## config.mk

```make
export PLATFORM = sky130hd
export DESIGN_NAME = data_bus_arbiter
export DESIGN_NICKNAME = d
export VERILOG_FILES = /design/src/rtl/data_bus_arbiter.sv
export SDC_FILE = /design/constraint.sdc
export NUM_CORES = 1
export LEC_CHECK = 0
export BUFFER_PORTS_ARGS = -buffer_cell sky130_fd_sc_hd__buf_2
export CAP_MARGIN = 0
export CORE_AREA = 2 2 115 117
export CTS_BUF_LIST = sky130_fd_sc_hd__clkbuf_4
export CTS_CLUSTER_SIZE = 24
export DETAILED_ROUTE_END_ITERATION = 10
export DIE_AREA = 0 0 117 119
export PLACE_DENSITY = 0.67
export SYNTH_ARGS = -nofsm -noshare
export SYNTH_HDL_FRONTEND = slang
export SYNTH_SLANG_ARGS = --single-unit
export TNS_END_PERCENT = 20
```

## constraint.sdc

```tcl
create_clock -name cpu_clk -period 2.5 [get_ports cpu_clk]
set_clock_uncertainty 0.2 [all_clocks]
set_input_delay 0.5 -clock cpu_clk [delete_from_list [all_inputs] [get_ports cpu_clk]]
set_output_delay 0.5 -clock cpu_clk [all_outputs]
set_load 0.005 [all_outputs]
```

## src/rtl/data_bus_arbiter.sv

```systemverilog
// Two-master arbiter for the data-side bridge port.
// CPU (M0) normally wins; DMA (M1) is forced after STARVE_MAX losses.
module data_bus_arbiter #(
  parameter int ADDR_W     = 32,
  parameter int DATA_W     = 32,
  parameter int RD_LAT     = 1,
  parameter int STARVE_MAX = 4
) (
  input  logic              cpu_clk,
  input  logic              cpu_rst,
  input  logic              m0_req,
  input  logic [ADDR_W-1:0] m0_addr,
  input  logic              m0_wen,
  input  logic [DATA_W-1:0] m0_wdata,
  output logic [DATA_W-1:0] m0_rdata,
  output logic              m0_ack,
  input  logic              m1_req,
  input  logic [ADDR_W-1:0] m1_addr,
  input  logic              m1_wen,
  input  logic [DATA_W-1:0] m1_wdata,
  output logic [DATA_W-1:0] m1_rdata,
  output logic              m1_ack,
  output logic              cpu_stall,
  output logic [ADDR_W-1:0] Bus_addr,
  output logic              Bus_wen,
  output logic [DATA_W-1:0] Bus_wdata,
  input  logic [DATA_W-1:0] Bus_rdata
);

  typedef enum logic [1:0] {
    IDLE,
    ADDR,
    RWAIT
  } state_t;

  localparam int LAT_M1 = (RD_LAT > 0) ? RD_LAT - 1 : 0;
  localparam logic [3:0] SMAX = STARVE_MAX[3:0];

  state_t            state_q, state_d;
  logic              grant_q, grant_d;
  logic [2:0]        lat_q, lat_d;
  logic [3:0]        starve_q, starve_d;
  logic [ADDR_W-1:0] addr_q, addr_d;
  logic              wen_q, wen_d;
  logic [DATA_W-1:0] wdata_q, wdata_d;
  logic              pick_m1;
  logic              done;

  always_ff @(posedge cpu_clk or negedge cpu_rst) begin
    if (!cpu_rst) begin
      state_q  <= IDLE;
      grant_q  <= 1'b0;
      lat_q    <= '0;
      starve_q <= '0;
      addr_q   <= '0;
      wen_q    <= 1'b0;
      wdata_q  <= '0;
    end else begin
      state_q  <= state_d;
      grant_q  <= grant_d;
      lat_q    <= lat_d;
      starve_q <= starve_d;
      addr_q   <= addr_d;
      wen_q    <= wen_d;
      wdata_q  <= wdata_d;
    end
  end

  always_comb begin
    state_d  = state_q;
    grant_d  = grant_q;
    lat_d    = lat_q;
    starve_d = starve_q;
    addr_d   = addr_q;
    wen_d    = wen_q;
    wdata_d  = wdata_q;
    pick_m1  = 1'b0;
    done     = 1'b0;
    unique case (state_q)
      IDLE: begin
        addr_d  = '0;
        wen_d   = 1'b0;
        wdata_d = '0;
        pick_m1 = m1_req & (~m0_req | (starve_q == SMAX));
        if (m0_req | m1_req) begin
          grant_d = pick_m1;
          addr_d  = pick_m1 ? m1_addr : m0_addr;
          wen_d   = pick_m1 ? m1_wen : m0_wen;
          wdata_d = pick_m1 ? m1_wdata : m0_wdata;
          state_d = ADDR;
        end
        if (!m1_req || pick_m1) begin
          starve_d = '0;
        end else if (starve_q != SMAX) begin
          starve_d = starve_q + 4'd1;
        end
      end
      ADDR: begin
        if (wen_q || RD_LAT == 0) begin
          done    = 1'b1;
          state_d = IDLE;
          addr_d  = '0;
          wen_d   = 1'b0;
          wdata_d = '0;
        end else begin
          lat_d   = LAT_M1[2:0];
          state_d = RWAIT;
        end
      end
      RWAIT: begin
        if (lat_q == 3'd0) begin
          done    = 1'b1;
          state_d = IDLE;
          addr_d  = '0;
          wdata_d = '0;
        end else begin
          lat_d = lat_q - 3'd1;
        end
      end
      default: state_d = IDLE;
    endcase
  end

  // A master that dropped its req early still gets its bus cycle, but no ack.
  assign m0_ack    = done & ~grant_q & m0_req;
  assign m1_ack    = done & grant_q & m1_req;
  assign m0_rdata  = m0_ack ? Bus_rdata : '0;
  assign m1_rdata  = m1_ack ? Bus_rdata : '0;
  assign cpu_stall = m0_req & ~m0_ack;
  assign Bus_addr  = addr_q;
  assign Bus_wen   = wen_q;
  assign Bus_wdata = wdata_q;

endmodule

```

==> results.ini, run 1 <==
[status]
outcome = finished with violations
violations = setup timing

[placed_design]
dp_hpwl_um = 9636
portBuffers = 297
dpl_cell_area_um2 = 5906
gp_congestion = 0.7826
detailedPlace.worstSlack_ns = 0.06111

[sta]
layout_setup_ws_ns = -0.3020
fmax_ghz = 0.3569
hold_viol = 0
setup_viol = 67
final.setup.tns_ns = -16.07
slew_violations = 0
timing.hold.ws_ns = 0.1319
maxSlewHeadroom_pct = 54.59
rsz0062_at_grt = true
worst_slew_pin_slew_ns = 0.6812
min_period_ns = 2.802
finalCritPeriodShare_pct = 112.1

[routing]
drt_iter0_drc = 184
routed_wl_um = 12760
vias = 4196
antenna_left = 0
dr.pass1.iters = 4
viasPerCell = 4.546
drcViolationCount = 0
post_drt_wl_per_cell_um = 13.83

[synthesis]
synth_top_family_by_area = simple AND/OR/NAND/NOR gates
synth_simple_gate_area_share_pct = 19.83
ys_warn_count = 0
yosys.area_share.adder_pct = 2.094
synth_compound_area_share_pct = 12.32
synth-edff-count = 0
synth_fp_nets = 609
synth-xor-area-share_pct = 0
synth_cell_types = 38
syn_inst = 436
syn_area_um2 = 4183
synth-main-ff-cell = dfrtp_1
synthMuxAreaShare_pct = 16.06
seq_area_frac_synth_pct = 44.87
synth_seq_cells = 75
post_synth.cell_area_avg_um2 = 9.593
ys_async_sr_fraction_pct = 100.0

[pwr]
seq_power_share_pct = 35.1
p_clk_share_pct = 16.8
p_sw_mw = 2.033
swShare_pct = 39.67
power_frac_comb_pct = 48.1
leakage_nw = 3.418
ir_worst_vdd_mv = 0.9493
power.density_nw_per_um2 = 809.9
p_int_mw = 3.092
power_mw = 5.124

[setup_path]
cp-startpoint = state_q[0]
critical_path.startpoint_type = register
critical_path_class = register to primary output
worstSetupEndpointType = primary output
rr_endpoint = Bus_wdata[3]
crit_required_ns = 1.80
rrSetupSlack_ns = 0.09
reg2reg_from = state_q[0]
cp.arrival_ns = 2.10
crit_fanout = 8
crit_path_end = m0_rdata[3]
ff2ff_path_depth = 7

[layout]
postLayoutCellArea_um2 = 6327
fill_cells = 1253
area_growth_pct = 51.27
nNetsFinal = 914
drive_gt1_share_pct = 49.73

[die]
start_util_pct = 32.49
fp.dieW_um = 117
num_rows = 42
core_area_um2 = 12870
pin_count = 298
die_area_um2 = 13920
die_h_um = 119

[global_route]
grt.total_usage_pct = 17.38
antenna_found_initial = 1
grt_max_degree = 65
overflow = 0
grt_pass1_wl_um = 19020
grt_pass1_vias = 4032

[clock_network]
cts_made_buffers = 9
cts_num_sinks = 75
clockBufferDepth = 2
clk_latency_ns = 0.42
h-tree-depth = 3
clk_pin_slew_worst_paths_ns = 0.14
clock-root-buffer = clkbuf_4
tritoncts = built

[run]
drv_cap = 0

[min_path]
hp-class = input pin to register

[routing by layer]
| metal | GRT usage [%] | wire, um | vias to the layer above |
|---|---|---|---|
| met3 | 3.613 | 877 | 12 |
| met4 | 4.632 | 154 | 0 |
| met1 | 18.95 | 4849 | 1910 |
| li1 | - | - | 2088 |
| met2 | 33.27 | 6881 | 186 |
| met5 | 0 | 0 | - |
[timing repair]
item | in CTS | in global routing
resized for setup | 9 | 26
pin swaps | 2 | 12
hold buffers | 1 | 0
setup buffers | 6 | 2
setup endpoints to repair | 67 | 67
endpoints found under the hold margin | 35 | 0
gates cloned | 2 | 1
[logic make-up after synthesis]
kind of cell               Yosys count
AOI/OAI and AO/OA                   87
adders and majority gates            7
buffers and inverters               37
DFF                                 75
muxes                               67
and+or+nand+nor                    163
[registers in the layout (all words and copies together) (netlist names)]
signal,count
lat_q,3
starve_q,4
grant_q,1
Bus_wen,1
Bus_wdata,32
Bus_addr,32
state_q,2
[cells in the mapped netlist, types with 2 or more instances]
cell,n,area (um^2)
dfrtp_1,75,1877
nand2_1,73,274.0
mux2i_1,66,660.6
and2_1,65,406.6
o21ai_1,51,255.2
clkbuf_1,13,48.80
o21ai_2,10,87.58
inv_1,9,33.78
o21ai_0,8,40.04
buf_6,7,78.83
ha_1,7,87.58
nor2_1,7,26.28
nor3_1,6,30.03
a21oi_1,5,25.02
buf_2,5,25.02
and3b_1,2,17.52
buf_1,2,7.510
nand3_1,2,10.01
nor2b_1,2,12.51
o31ai_1,2,15.01
or3_1,2,12.51
[power by group through the flow]
stage               sequential, mW  combinational, mW  clock, mW
detailed placement            1.82               2.34          0
CTS                           1.80               2.41      0.893
global placement              1.80               2.31          0
floorplan                     1.86               1.43          0
global route                  1.85               2.76      0.947
finish                        1.80               2.46      0.859
[worst min path at each step]
stage	to	startpoint	cells past startpoint	slack [ns]
after CTS	Bus_wdata[17]	m1_wdata[17]	3	0.1
after floorplan	Bus_addr[0]	cpu_rst	0	0.004
final	Bus_wdata[10]	m0_wdata[10]	3	0.13
after global routing	Bus_addr[11]	m0_addr[11]	3	0.09
after global placement	Bus_addr[22]	Bus_addr[22]	2	0.26
after detailed placement	Bus_addr[13]	Bus_addr[13]	2	0.26
[critical path, stage by stage, from the launching register on]
cell	delay [ns]
dfrtp_1	0.43
buf_4	0.15
ha_4	0.15
and2_4	0.14
o21ai_4	0.20
nor3b_4	0.07
buf_6	0.13
clkbuf_16	0.15
and2_1	0.15
buf_2	0.12
[placed cells by master, fill, tap and decap left out, types with 3 or more instances in the layout]
| cell type | instances |
|---|---|
| ha_1 | 3 |
| buf_12 | 5 |
| ha_4 | 4 |
| nor2_1 | 7 |
| buf_4 | 16 |
| buf_2 | 288 |
| buf_6 | 11 |
| o21ai_2 | 10 |
| nand2_1 | 73 |
| nor3_1 | 6 |
| o21ai_0 | 8 |
| inv_1 | 5 |
| a21oi_1 | 5 |
| inv_2 | 4 |
| clkbuf_4 | 9 |
| and2_1 | 57 |
| o21ai_1 | 50 |
| mux2i_1 | 66 |
| dfrtp_1 | 74 |
| and2_4 | 8 |
[through the flow]
stage / instances / util, %
after global placement: 895 / 45.87
after floorplan: 436 / -
after CTS: 920 / 48.11
after detailed placement: 895 / 45.87
final: 923 / 49.14
after global routing: 923 / 49.14
[layout make-up]
type	count	area, um^2	share of cell area, %
Multi-Input combinational cell	324	2207	34.88
Sequential cell	75	1878	29.68
Timing Repair Buffer	322	1821	28.77
Tap cell	176	220.2	3.480
Clock inverter	7	97.59	1.542
Clock buffer	9	67.56	1.068
Inverter	9	33.78	0.5339
Antenna cell	1	2.502	0.03955
(Power assumes the default switching activity.)
==> run 2, diff against run 1 <==
Settings changed: SKIP_LAST_GASP set to 1.
Clock period 2.5 ns to 3 ns, I/O delays scaled along.
==> run 2 against run 1 <==
The run still ends with setup timing left. Sequential cell count unchanged. Wire length is essentially flat. Sequential power fell by 16%. Cell count fell by 0.54%. Setup slack gained 0.30 ns. Non-clock buffer count is 3 lower. Global-route usage fell by 0.50 points. Critical path type unchanged. Register-to-register slack improved by 0.41 ns. Clock-buffer cell count up 1.
==> results.ini, run 2 (same netlist as run 1, synthesis figures left out) <==
[sta]
rsz0062_at_grt = true
hold_viol = 0  ; unchanged
layout_setup_ws_ns = -0.004155  ; +0.2979 ns
slew_violations = 0  ; unchanged
worst_slew_pin_slew_ns = 0.6886  ; +0.007423 ns
timing.hold.ws_ns = 0.2496  ; +0.1176 ns
setup_viol = 1  ; -99%
maxSlewHeadroom_pct = 54.09  ; -0.49 points
fmax_ghz = 0.3329
finalCritPeriodShare_pct = 100.1
min_period_ns = 3.004

[clock_network]
clock-root-buffer = clkbuf_4
h-tree-depth = 3  ; unchanged
cts_num_sinks = 75  ; unchanged
clk_latency_ns = 0.40  ; -0.02 ns
tritoncts = built
clk_pin_slew_worst_paths_ns = 0.13  ; about the same
cts_made_buffers = 9  ; unchanged
clockBufferDepth = 2  ; unchanged

[setup_path]
ff2ff_path_depth = 7  ; unchanged
critPathBufInv = 3  ; -1
cp_cell_sequence = inv_2, ha_4, and3b_2, o21ai_4, nor3b_4, buf_6, and2_1, buf_2
critical_path.startpoint_type = register
reg2reg_from = state_q[1]
rrSetupSlack_ns = 0.50  ; +0.41 ns
worstSetupEndpointType = primary output
crit_required_ns = 2.20  ; +0.40 ns
critical_path_class = register to primary output
cpLargestDelayFamily = simple AND/OR/NAND/NOR gates
crit_path_max_incr_delay_ns = 0.43  ; about the same
crit_path_end = m0_rdata[0]
cp-startpoint = lat_q[0]
critical_path_depth = 8  ; -1
rr_endpoint = Bus_wdata[3]
critPathSlowestCell = dfrtp_1
crit_fanout = 8  ; unchanged
cp.arrival_ns = 2.20  ; +0.10 ns

[routing]
routed_wl_um = 12770  ; about the same
dr.pass1.iters = 4  ; unchanged
viasPerCell = 4.560  ; +0.31%
vias = 4186  ; -0.24%
post_drt_wl_per_cell_um = 13.91  ; +0.58%
antenna_left = 0  ; unchanged
drt_iter0_drc = 211  ; +15%
drcViolationCount = 0  ; unchanged

[placed_design]
portBuffers = 297  ; unchanged
gp_congestion = 0.7927  ; +1.3%
dpl_cell_area_um2 = 5851  ; -0.93%
dp_hpwl_um = 9670  ; +0.35%

[die]
core_area_um2 = 12870  ; unchanged
die_area_um2 = 13920  ; unchanged
num_rows = 42  ; unchanged
die_h_um = 119  ; unchanged
pin_count = 298  ; unchanged
fp.dieW_um = 117  ; unchanged
start_util_pct = 32.49  ; unchanged

[pwr]
seq_power_share_pct = 36.9  ; +1.8 points
p_sw_mw = 1.645  ; -19%
p_clk_share_pct = 14.7  ; -2.1 points
power.density_nw_per_um2 = 657.2  ; -19%
power_frac_comb_pct = 48.4  ; +0.3 points
swShare_pct = 40.29  ; +0.63 points
power_mw = 4.084  ; -20%
p_int_mw = 2.438  ; -21%
ir_worst_vdd_mv = 0.4833  ; -49%
leakage_nw = 3.377  ; -1.2%

[layout]
drive_gt1_share_pct = 49.06  ; -0.68 points
fill_cells = 1315  ; +4.9%
finish.utilization_pct = 48.26  ; -0.88 points
postLayoutCellArea_um2 = 6213  ; -1.8%
area_growth_pct = 48.55
seqCellArea_um2 = 1877  ; about the same
layout.cells.most_common = buf_2
nNetsFinal = 911  ; -0.33%
final_cell_mix = 290 x buf_2, 75 x dfrtp_1, 73 x nand2_1, 66 x mux2i_1, 58 x and2_1
n_antenna_cell = 0  ; -1
multi_input_area_um2 = 2195  ; -0.57%

[min_path]
hold_start = m0_wdata[16]
hp-class = input pin to register

[global_route]
grt.total_usage_pct = 16.88  ; -0.50 points
antenna_found_initial = 0  ; -1
overflow = 0  ; unchanged
grt_pass1_vias = 3870  ; -4.0%
grt_max_degree = 65  ; unchanged
grt_pass1_wl_um = 18570  ; -2.4%

[run]
drv_cap = 0  ; unchanged

[status]
violations = setup timing
outcome = finished with violations

-- run 2: changes by cell type in the layout (fill, tap and decap cells not counted), sizes merged --
cell    previous run  this run
inv               11         9
clkinv             2         3
diode              1         0
bufinv             2         1
buf              320       318
-- run 2: power groups by stage --
stage | logic (mW) | clock network (mW) | registers, mW
5_1_grt | 2.23 | 0.665 | 1.55
4_1_cts | 1.91 | 0.627 | 1.50
3_5_place_dp | 1.89 | 0 | 1.52
3_3_place_gp | 1.87 | 0 | 1.51
6_report | 1.98 | 0.599 | 1.51
2_1_floorplan | 1.19 | 0 | 1.55
-- run 2: worst min-delay path by stage --
stage                                to  slack, ns  depth (start not counted)
after global placement     Bus_addr[22]       0.26                          2
final                     Bus_wdata[16]       0.25                          3
after detailed placement   Bus_addr[14]       0.26                          2
after floorplan             Bus_addr[0]       0.10                          0
after global routing        Bus_addr[8]       0.23                          3
after CTS                  Bus_addr[24]       0.21                          3
-- run 2: stage by stage --
step / worst slack, ns / TNS (ns) / instances
after floorplan: 0.5387 / 0 / 436
after global placement: 0.3989 / 0 / 891
after detailed placement: 0.3843 / 0 / 891
after CTS: -0.006290 / -0.006290 / 907
after global routing: -0.1265 / -3.539 / 918
final: -0.004155 / -0.004155 / 918
-- run 2: what timing repair did --
| item | in CTS | in global routing |
|---|---|---|
| gates resized for setup | 4 | 39 |
| pin swaps | 0 | 9 |
| setup buffers | 0 | 6 |
| gates cloned | 0 | 5 |
| hold endpoints to repair | 34 | 0 |
| hold buffers | 1 | 0 |
| setup endpoints to repair | 64 | 66 |
-- run 2: cell type report --
cell class | instances | share of cell area (%)
multi-input combinational | 324 | 35.32
sequential | 75 | 30.21
timing repair buffer | 319 | 28.29
tap | 176 | 3.544
clock buffer | 10 | 1.208
clock inverter | 5 | 0.8860
inverter | 9 | 0.5437
-- run 2: tightest hold or removal path, stage by stage --
cell	delay [ns]
buf_2	0.07
mux2i_1	0.05
o21ai_1	0.11
-- run 2: per-layer routing --
metal | global-route usage (%) | vias up | routed length (um)
met5 | 0 | - | 0
li1 | - | 2085 | -
met2 | 32.01 | 192 | 6844
met1 | 18.58 | 1894 | 4775
met4 | 4.485 | 0 | 174
met3 | 3.664 | 15 | 973
